## src/rtl/neuron_layer_driver.sv

```systemverilog
// neuron_layer_driver: initiator for one generated neuron-layer output stage.
// Preloads the neuron weight/bias memory once after reset, gathers an N_IN
// element input vector from the upstream stream, pulses the neuron reset,
// requests a compute and forwards the activation on a valid/ready stream.
// Optional feature macro: LAYER_DRV_TIMEOUT_EN bounds the wait for ack__1 to
// TIMEOUT cycles and reports expiry on the sticky err flag.
module neuron_layer_driver #(
  parameter int DATA_W      = 8,
  parameter int N_IN        = 2,
  parameter int FILL_CYCLES = 2,
  parameter int TIMEOUT     = 64
) (
  input  logic                   clk,
  input  logic                   rst,
  input  logic                   s_valid,
  output logic                   s_ready,
  input  logic [DATA_W-1:0]      s_data,
  output logic                   n_rst,
  output logic                   fill,
  output logic                   req,
  output logic [N_IN*DATA_W-1:0] x_bus,
  input  logic                   ack__1,
  input  logic [DATA_W-1:0]      y,
  output logic                   m_valid,
  input  logic                   m_ready,
  output logic [DATA_W-1:0]      m_data,
  output logic                   err
);

  // One counter serves both the preload length and the ack timeout.
  localparam int CNT_MAX = (FILL_CYCLES > TIMEOUT) ? FILL_CYCLES : TIMEOUT;
  localparam int CNT_W   = $clog2(CNT_MAX) + 1;
  localparam int IDX_W   = (N_IN > 1) ? $clog2(N_IN) : 1;

  localparam logic [CNT_W-1:0] FILL_LAST = CNT_W'(FILL_CYCLES - 1);
  localparam logic [IDX_W-1:0] IDX_LAST  = IDX_W'(N_IN - 1);
`ifdef LAYER_DRV_TIMEOUT_EN
  localparam logic [CNT_W-1:0] TO_LAST   = CNT_W'(TIMEOUT - 1);
`endif

  typedef enum logic [2:0] {
    ST_RESET   = 3'd0,
    ST_PRELOAD = 3'd1,
    ST_COLLECT = 3'd2,
    ST_CLEAR   = 3'd3,
    ST_REQ     = 3'd4,
    ST_OUT     = 3'd5
  } state_t;

  state_t                  state_r, state_s;
  logic [CNT_W-1:0]        cnt_r, cnt_s;
  logic [IDX_W-1:0]        idx_r, idx_s;
  logic [N_IN*DATA_W-1:0]  x_bus_r, x_bus_s;
  logic [DATA_W-1:0]       m_data_r, m_data_s;
  logic                    err_r, err_s;
  logic                    s_ready_r, n_rst_r, fill_r, req_r, m_valid_r;

  // Next-state, datapath update and counter logic for the driver sequence.
  always_comb begin
    state_s  = state_r;
    cnt_s    = cnt_r;
    idx_s    = idx_r;
    x_bus_s  = x_bus_r;
    m_data_s = m_data_r;
    err_s    = err_r;
    case (state_r)
      ST_RESET: begin
        state_s = ST_PRELOAD;
        cnt_s   = {CNT_W{1'b0}};
      end
      ST_PRELOAD: begin
        if (cnt_r == FILL_LAST) begin
          state_s = ST_COLLECT;
          cnt_s   = {CNT_W{1'b0}};
          idx_s   = {IDX_W{1'b0}};
        end else begin
          cnt_s = cnt_r + CNT_W'(1);
        end
      end
      ST_COLLECT: begin
        if (s_valid && s_ready_r) begin
          // Only the element addressed by idx takes the new sample.
          for (int i = 0; i < N_IN; i++) begin
            if (idx_r == IDX_W'(i)) begin
              x_bus_s[i*DATA_W +: DATA_W] = s_data;
            end else begin
              x_bus_s[i*DATA_W +: DATA_W] = x_bus_r[i*DATA_W +: DATA_W];
            end
          end
          if (idx_r == IDX_LAST) begin
            idx_s   = {IDX_W{1'b0}};
            state_s = ST_CLEAR;
          end else begin
            idx_s = idx_r + IDX_W'(1);
          end
        end else begin
          state_s = ST_COLLECT;
        end
      end
      ST_CLEAR: begin
        state_s = ST_REQ;
        cnt_s   = {CNT_W{1'b0}};
      end
      ST_REQ: begin
        if (ack__1) begin
          m_data_s = y;
          state_s  = ST_OUT;
        end
`ifdef LAYER_DRV_TIMEOUT_EN
        else if (cnt_r == TO_LAST) begin
          // Neuron never answered: hand a zero result downstream and flag it.
          m_data_s = {DATA_W{1'b0}};
          err_s    = 1'b1;
          state_s  = ST_OUT;
        end else begin
          cnt_s = cnt_r + CNT_W'(1);
        end
`else
        else begin
          state_s = ST_REQ;
        end
`endif
      end
      ST_OUT: begin
        if (m_valid_r && m_ready) begin
          state_s = ST_COLLECT;
        end else begin
          state_s = ST_OUT;
        end
      end
      default: begin
        state_s = ST_RESET;
      end
    endcase
  end

  // State, datapath and registered strobe outputs decoded from the next state.
  always_ff @(posedge clk or posedge rst) begin
    if (rst) begin
      state_r   <= ST_RESET;
      cnt_r     <= {CNT_W{1'b0}};
      idx_r     <= {IDX_W{1'b0}};
      x_bus_r   <= {(N_IN*DATA_W){1'b0}};
      m_data_r  <= {DATA_W{1'b0}};
      err_r     <= 1'b0;
      s_ready_r <= 1'b0;
      n_rst_r   <= 1'b1;
      fill_r    <= 1'b0;
      req_r     <= 1'b0;
      m_valid_r <= 1'b0;
    end else begin
      state_r   <= state_s;
      cnt_r     <= cnt_s;
      idx_r     <= idx_s;
      x_bus_r   <= x_bus_s;
      m_data_r  <= m_data_s;
      err_r     <= err_s;
      s_ready_r <= (state_s == ST_COLLECT);
      n_rst_r   <= (state_s == ST_RESET) || (state_s == ST_CLEAR);
      fill_r    <= (state_s == ST_PRELOAD);
      req_r     <= (state_s == ST_REQ);
      m_valid_r <= (state_s == ST_OUT);
    end
  end

  assign s_ready = s_ready_r;
  assign n_rst   = n_rst_r;
  assign fill    = fill_r;
  assign req     = req_r;
  assign x_bus   = x_bus_r;
  assign m_valid = m_valid_r;
  assign m_data  = m_data_r;
  assign err     = err_r;

endmodule
```

## config.mk

```make
export PLATFORM = sky130hd
export DESIGN_NAME = neuron_layer_driver
export DESIGN_NICKNAME = d
export VERILOG_FILES = /design/src/rtl/neuron_layer_driver.sv
export SDC_FILE = /design/constraint.sdc
export NUM_CORES = 1
export LEC_CHECK = 0
export CORE_ASPECT_RATIO = 0.6
export CORE_MARGIN = 4
export CORE_UTILIZATION = 50
export CTS_BUF_LIST = sky130_fd_sc_hd__clkbuf_4 sky130_fd_sc_hd__clkbuf_8 sky130_fd_sc_hd__clkbuf_16
export DETAILED_ROUTE_END_ITERATION = 8
export MAX_ROUTING_LAYER = met4
export PLACE_DENSITY = 0.82
export SYNTH_ARGS = -nofsm -noshare
export SYNTH_HDL_FRONTEND = slang
export SYNTH_SLANG_ARGS = --single-unit
```

## constraint.sdc

```tcl
create_clock -name clk -period 2.5 [get_ports clk]
set_clock_uncertainty 0.1 [all_clocks]
set_input_delay 0.375 -clock clk [delete_from_list [all_inputs] [get_ports clk]]
set_output_delay 0.375 -clock clk [all_outputs]
set_load 0.1 [all_outputs]
```

Yosys cells after proc, flatten, opt, wreduce, memory -nomap -nowiden
Cells that the tools add are included.
- register bits after elaboration: 40
- bits in latches: 0
- bits in writable memories: 0
- memory bits (read-only): 0
- input bits: 21
- output and inout port bits: 30
- memories: 0
- add/subtract/negate cells: 2
- multipliers: 0
- divide/modulo/power cells: 0
- $lt $le $gt $ge: 0
- equality and inequality tests: 13
- shift-type cells: 0
- mux-type cells: 12
- bitwise logic cells: 1
- reduce and logical (&&, ||, !) cells: 12
- operators with widths (kind ; count):
    3-bit one-hot mux with 6 select lines ; 1
    7-bit one-hot mux with 2 select lines ; 1
    3-bit by 2-bit equality test with 1-bit output (second input constant) ; 4
    3-bit equality test (second input constant) ; 4
    3-bit two-way mux ; 4
    3-bit AND reduction ; 3
    7-bit by 1-bit adder with 7-bit output (second input constant) ; 1
    7-bit by 1-bit equality test with 1-bit output (second input constant) ; 1
    7-bit two-way mux ; 1
    3-bit by 1-bit equality test with 1-bit output (second input constant) ; 2
    3-bit zero test ; 2
    1-bit two-way mux ; 4
    2-bit inequality test (second input constant) ; 2
    2-bit nonzero test ; 2
    1-bit logical AND ; 2
    1-bit one-hot mux with 2 select lines ; 1
    2-bit AND reduction ; 1
    2-bit OR reduction ; 1
    1-bit adder (second input constant) ; 1
    1-bit logical OR ; 1
    1-bit NOT ; 1

Longest topological paths before layout
Gate-level depths: netlist of the first run.
- depth after elaboration: 5
- depth in mapped cells: 6
- gate-level depth less buffers: 6

Worst setup path before layout of the first run
OpenSTA, ideal clock, no wires.
- path type: flip-flop to flip-flop
- from: reg s_ready_r, in the netlist s_ready
- to: reg x_bus_r[10], in the netlist x_bus[10]
- library setup time: 125 ps
- data arrival time: 1906 ps
- setup slack: 368 ps
- stages on the path, launching flop included: 5
- buffers on the path: 1
- period minus slack after synthesis: 2132 ps
- cell sequence: dfrtp_1 -> and4b_1 -> and2b_2 -> buf_2 -> mux2_2
- longest elaborated chain between the ends: 2
- ends and longest elaborated chain (what ; RTL line ; RTL):
    from (decl) ; 56 ; logic s_ready_r, n_rst_r, fill_r, req_r, m_valid_r;
    from (signal assigned) ; 158 ; s_ready_r <= (state_s == ST_COLLECT);
    1-bit logical AND ; 81 ; if (s_valid && s_ready_r) begin
    3-bit AND reduction (no line) ; -- ;
    to (signal assigned) ; 143 ; x_bus_r <= {(N_IN*DATA_W){1'b0}};
    to (signal assigned) ; 155 ; x_bus_r <= x_bus_s;
    to (decl) ; 53 ; logic [N_IN*DATA_W-1:0] x_bus_r, x_bus_s;
Every way passes these cells.
A chain may end at the register's enable or synchronous reset.

Final worst setup path of the first run
- from: reg cnt_r[0]
- to: reg cnt_r[4]
- longest elaborated chain between the ends: 3
- elaborated cells on any way between the ends: 4
- classes of those cells: 1 x add/sub; 1 x eq/ne; 2 x mux
- ends and longest elaborated chain (what ; RTL line ; RTL):
    from (decl) ; 51 ; logic [CNT_W-1:0] cnt_r, cnt_s;
    from (signal assigned) ; 141 ; cnt_r <= {CNT_W{1'b0}};
    from (signal assigned) ; 153 ; cnt_r <= cnt_s;
    7-bit by 1-bit adder with 7-bit output or 7-bit by 1-bit equality test with 1-bit output (tied branches) ; 77, 72 ;
    7-bit two-way mux (*) ; 72 ; if (cnt_r == FILL_LAST) begin
    7-bit one-hot mux with 2 select lines (*) ; 66 ; case (state_r)
Every way passes the cells marked *; elsewhere a longest branch is shown, timed or not.

==> run summary, run 1 <==
The flow ran to the end, and the final reports show no timing, DRC or antenna violations. The maximum number of pins on one net before global-route repair came out at 41. The count of endpoints failing hold in the final timing report came to 0. The final hold slack came out at 0.3946 ns. The global router's overall resource usage came out at between 10% and 20%. Port buffering added 49 buffers.

Synthesis produced 140 cells. The post-synthesis to final-layout area growth came out at 34.25%. In the layout the commonest cells are sky130_fd_sc_hd__dfrtp_1, sky130_fd_sc_hd__buf_4, sky130_fd_sc_hd__mux2_2. The iteration count of the initial detailed-routing pass came out at 4. The commonest non-fill, non-tap cell in the layout is sky130_fd_sc_hd__dfrtp_1.

The cell area that synthesis handed to floorplanning was 0.001779 mm2. The kind of cell with the highest combined delay along the critical path is simple AND/OR/NAND/NOR gates. The sum of buffers and inverters on the critical path is 0.

The worst reg-to-reg setup slack came out at 0.65 ns. The area occupied by multi-input gates came out at 726.9 um2. The final count of pins violating max slew is 0. The count of routing violations after the opening detailed-route iteration is 75. The largest individual stage delay along the critical path comes from the cell sky130_fd_sc_hd__dfrtp_1. The most common flop cell mapped by yosys is sky130_fd_sc_hd__dfrtp_1. Summed over all failing endpoints, the final setup total negative slack is 0 ns. After clock tree synthesis, the flow added hold-fix buffers numbering 0. The post-synthesis area per instance came out at 12.71 um2. Clock latency on the worst-skew pair, taken at its later pin, is 0.30 ns. The TritonCTS clock tree is yes. The number of instances resized during post-cts repair came out at 0.

The post-layout net count is 216. The horizontal die dimension is 85.01 um. The clock sink count is 40. After clock tree synthesis, the setup repair step added 0 buffers.

The delay contributed by the slowest stage of the critical path is approximately 0.47 ns. The sequential cell area came out at roughly 0.001 mm2. The final setup violation count is 0.

STA classifies the critical path startpoint as a flip-flop. The final clock period utilization by the worst path came out at about three quarters. The global-route wire length before repair is 6134 um. The via-per-instance ratio came out at ~5.2. The sum of overflow across all layers after global routing came out at 0.

The largest fanout of any net on the critical path came out at 8. The number of nets handed over by synthesis was 163. The final design area excluding fillers is between 0.002 and 0.0025 mm2.

The critical path launch point is cnt_r[0]$_DFFE_PP0P_. The maximum buffer depth of the clock tree came out at 2. The timing-limited maximum frequency is 540.0 MHz. The detail route stage leaves a number of antenna-violating nets equal to 0.

Of the cells placed in the final design, the portion with a size suffix greater than 1 is between 30% and 40%. The worst slew slack as a fraction of its limit came out at 59.76%. The chip height is 54.21 um. The global placer's final weighted congestion is 0.8474. Counting the buffers created by CTS gives 5. The area of the core region came out at around 0.0033 mm2.

Once layout is complete, the utilization of the core stands at a little under three quarters. The worst setup path is captured at a flip-flop. The effective utilization at floorplan came out at 53.22%. The post-route DRC violation count is 0. The total number of vias came out at 1254. The total wirelength of the detailed-routed design came out at 3780 um. The launch instance of the worst register-to-register path is cnt_r[0]$_DFFE_PP0P_. The minimum period implied by the final worst setup slack came out at 1.852 ns. By startpoint and endpoint, the worst setup path is classified as reg -> reg. The count of state elements after synthesis is 40.

The filler cell count came out at 236. The count of cell types in the netlist came out at 37. The number of enable flip-flop cells after synthesis came out at 0. The HPWL after detailed placement came out at 2707 um. Counting flops with an async set or reset pin after synthesis yields a share of 100.0%. The repair_antennas step left the layout with diodes totalling 0.

Walking the worst path, the cells encountered are ha_1 > nor4b_1 > nand2_1 > nand2_1 > o21ai_0. The H-tree depth is 2. The initial antenna violation count came out at 0.

The cell depth of the worst flop-to-flop path came out at 5. The end of the worst register-to-register path is cnt_r[4]$_DFFE_PP0P_. Clock-pin slew was measured on the worst setup and hold paths at roughly 0.08 ns. The number of global-route vias before repair is 1263.

The average wire length per cell after detail routing came out at 15.82 um. The required time at the worst-slack endpoint is around 2.6 ns. The number of max-cap violations came out at 0. The count of boundary I/O pins came out at 51. The most used cell along the critical path is sky130_fd_sc_hd__nand2_1. The worst hold path class is in -> async. The area of the die came out at 0.004608 mm2.

The pin slew with the least headroom to its limit came out at between 0.5 and 0.6 ns. Summing the sequential cell areas from Yosys gives 56.33% of the chip area. STA puts the critical path data arrival time at 1.91 ns.

The cell area after placement is 0.002230 mm2. The initialized floorplan defines 16 standard-cell rows. The number of warnings printed during yosys synthesis is 0. In this run the clock root is driven by a sky130_fd_sc_hd__clkbuf_8. Setup repair after global routing left no endpoint under its margin.
-- registers in the layout, indices dropped and copies added (netlist names) --
register	cells
idx_r	1
s_ready	1
req	1
cnt_r	7
n_rst	1
m_valid	1
fill	1
state_r	3
x_bus	16
m_data	8
-- stage by stage --
step	worst slack [ns]	instances
after detailed placement	0.4144	231
after global placement	0.4646	231
after floorplan	0.3685	140
after global routing	0.5206	239
after CTS	0.6607	239
final	0.6481	239
-- cell type report --
type	count	area share, %
Clock buffer	5	2.881
Timing Repair Buffer	51	18.12
Inverter	3	0.4715
Multi-Input combinational cell	92	30.43
Clock inverter	3	3.772
Sequential cell	40	41.96
Tap cell	45	2.357
-- synth_stat cells, types with 3 or more instances --
cell | count | area (um2)
sky130_fd_sc_hd__nor3_1 | 5 | 25.02
sky130_fd_sc_hd__inv_1 | 3 | 11.26
sky130_fd_sc_hd__mux2_2 | 24 | 270.3
sky130_fd_sc_hd__o21ai_0 | 7 | 35.03
sky130_fd_sc_hd__a21oi_1 | 3 | 15.01
sky130_fd_sc_hd__nor2_1 | 6 | 22.52
sky130_fd_sc_hd__dfrtp_1 | 39 | 975.9
sky130_fd_sc_hd__mux2i_1 | 3 | 30.03
sky130_fd_sc_hd__o31ai_1 | 3 | 22.52
sky130_fd_sc_hd__nand3_1 | 3 | 15.01
sky130_fd_sc_hd__nand2_1 | 11 | 41.29
-- kinds of logic after synthesis --
logic type | share of synthesized area [%]
AO/OA/AOI/OAI | 7.735
adder cells (fa/ha/maj) | 1.406
buffers and inverters | 2.812
flip-flops | 56.33
multiplexers | 16.88
other | 0.2108
AND/OR/NAND/NOR | 14.63
-- worst reg2reg max path, delay by kind of cell, from the launching register on --
kind	cells	cell delay [ns]
AND/OR/NAND/NOR	3	0.81
flip-flops	1	0.47
adder cells (fa/ha/maj)	1	0.18
AO/OA/AOI/OAI	1	0.16
-- layer usage --
metal	GRT usage, %	part of all wire (%)	vias up
met1	24.02	48	595
met4	7.895	1.5	0
met2	25.77	41	50
met3	6.728	9.4	6
met5	-	0	-
li1	-	-	603
-- how the worst max path moves through the flow --
stage | end | slack [ns] | cells past startpoint
floorplan | x_bus[10]$_DFFE_PP0P_ | 0.37 | 4
global placement | x_bus[0]$_DFFE_PP0P_ | 0.46 | 4
detailed placement | x_bus[4]$_DFFE_PP0P_ | 0.41 | 4
CTS | cnt_r[4]$_DFFE_PP0P_ | 0.66 | 5
global route | cnt_r[4]$_DFFE_PP0P_ | 0.52 | 5
finish | cnt_r[4]$_DFFE_PP0P_ | 0.65 | 5
Power of run 1 is left out: the tool's default activity adds up to more than one toggle a clock period on the data nets, which glitch-free logic cannot reach.
==> inputs of run 2 (changes only) <==
- CORE_UTILIZATION: 50 -> 42
- PLACE_DENSITY: 0.82 -> 0.74
- clock period: 2.5 -> 1.6 ns (I/O delays scaled with it)
==> run summary, run 2 (synthesized netlist as in run 1, its figures left out) <==
The highest metal layer carrying signal wires in the routed design is met4. The count of routing violations after the opening detailed-route iteration is 75. The path class of the tightest hold or removal check is in -> async.

CTS built an H-tree with a depth of 2. The initial antenna violation count came out at 0. The count of antenna-violating nets left after detailed routing is 0.

The HPWL after detailed placement came out at 3343 um. The iteration count of the initial detailed-routing pass is 4. The amount of wire on met3 after detailed routing came out at between 200 and 300 um. The count of standard-cell rows came out at 18. The kind of critical path is reg -> reg.

The via-per-instance ratio came out at 4.952. For this design, the sink count on the clock tree is 40. The routed metal-1 wire length is about 2000 um. Leaving out fill and tap cells, the most frequent cell in the layout is sky130_fd_sc_hd__dfrtp_1. The final setup violation count is 0.

The count of boundary I/O pins came out at 51. The maximum number of pins on one net before global-route repair is 41. STA classifies the critical path startpoint as a flip-flop.

Data on the critical path is required at its endpoint by 1.68 ns. The minimum period implied by the final worst setup slack came out at 1.560 ns. The antenna diode count is 0. The flow ran to the end, and the final reports show no timing, DRC or antenna violations. The largest fanout of any net on the critical path came out at 8. The global router's overall resource usage is about 18%.

The flip-flop count of the largest register after layout came out at 16. The total number of vias came out at approximately 1.3k. In this run the vertical extent of the chip is 58.42 um.

The clock edge transition at the registers on the reported setup and hold paths is 0.08 ns. The TritonCTS buffer count came out at 5. TritonCTS built the clock tree. The post-synthesis to final-layout area growth came out at 65.82%. The post-route DRC violation count came out at 0. The die covers about 0.0054 mm2. The pre-CTS setup slack came out at -0.2483 ns. In the final design database the tool counted 233 nets. Global routing finished with a remaining overflow of 0. The number of global-route vias before repair was about 1.4k. Clock tree synthesis selected as its root buffer the cell sky130_fd_sc_hd__clkbuf_8. The global-route wire length before repair is 7210 um. The library cells used most frequently in the layout, excluding fill and tap cells, are sky130_fd_sc_hd__dfrtp_1, sky130_fd_sc_hd__buf_12, sky130_fd_sc_hd__mux2_2.

In this run the tool buffered the top-level ports with 49 buffer cells. The effective utilization at floorplan came out at 43.41%. The wire length on met2 came out at 2084 um.

Max-cap violations in this run came to 0. The timing-limited maximum frequency came out at roughly 640 MHz. Summed over all layers, the routed wires come to roughly 4400 um. The worst path setup slack after routing is 0.03997 ns. The final count of pins violating max slew is 0.

The count of endpoints failing hold in the final timing report is 0. The horizontal die dimension came out at 92.03 um. The endpoint class of the critical path is a flip-flop. The area of the core region came out at 0.004099 mm2.

The final design utilization is between 70% and 80%. The source-to-sink clock delay at the later pin of the worst-skew pair came out at approximately 0.29 ns. After layout, the worst path uses 97.50% of the clock period. The share of cells above drive strength 1 came out at 46.92%. The global placer's final weighted congestion is 0.8818.

The maximum buffer depth of the clock tree came out at 2. Data arrives at the worst endpoint at 1.64 ns. The average wire length per cell after detail routing came out at approximately 16 um.
-- run 2: changes by cell type in the layout (fill, tap and decap cells not counted), sizes merged --
| cell | previous run | this run |
|---|---|---|
| bufinv | 3 | 1 |
| buf | 31 | 48 |
| clkbuf | 5 | 7 |
-- run 2: path summary, 6_finish.rpt --
check | slack [ns] | startpoint | endpoint | depth (start not counted)
worst min-delay path | 0.21 | rst | m_data[5]$_DFFE_PP0P_ | 3
max in group asynchronous | 0.94 | rst | n_rst$_DFF_PP1_ | 3
worst max-delay path | 0.04 | state_r[2]$_DFF_PP0_ | x_bus[5]$_DFFE_PP0P_ | 4
worst max register to register | 0.04 | state_r[2]$_DFF_PP0_ | x_bus[5]$_DFFE_PP0P_ | 4
worst min register to register | 0.48 | x_bus[1]$_DFFE_PP0P_ | x_bus[1]$_DFFE_PP0P_ | 1
min in group clk | 0.47 | y[0] | m_data[0]$_DFFE_PP0P_ | 2
-- run 2: routing by layer --
layer,vias up,track usage (%)
li1,638,-
met1,650,22.55
met2,49,29.05
met3,5,5.492
met4,0,3.805
met5,-,-
-- run 2: worst max-delay path: stages, from the launching register on --
cell and delay [ns]:
sky130_fd_sc_hd__dfrtp_1 0.40, sky130_fd_sc_hd__nand2b_4 0.18, sky130_fd_sc_hd__nor4_4 0.23, sky130_fd_sc_hd__buf_6 0.19
sky130_fd_sc_hd__mux2_2 0.34
-- run 2: per-stage QoR --
stage	cells	setup TNS, ns	instance area, um2	hold WS [ns]
6_report	271	0	2950	0.2064
3_5_place_dp	260	-4.791	2734	0.4640
4_1_cts	268	-0.04109	2873	0.2136
3_3_place_gp	260	-3.665	2734	0.4385
2_1_floorplan	140	-1.287	1790	0.2354
5_1_grt	271	-0.0003979	2950	0.2398
-- run 2: layout make-up --
class                           instances  area [um2]
Fill cell                             286        1149
Sequential cell                        40        1008
Timing Repair Buffer                   68       947.2
Multi-Input combinational cell         92       782.0
Clock buffer                            7       96.34
Tap cell                               60       75.07
Clock inverter                          1       30.03
Inverter                                3       11.26
-- run 2: timing repair --
item                       CTS  global route
buffers inserted             0             3
hold endpoints to repair     0             0
pin swaps                    0             2
setup endpoints to repair   20            31
hold buffers                 0             0
resized for setup            3            14
Power of run 2 is left out for the same reason.
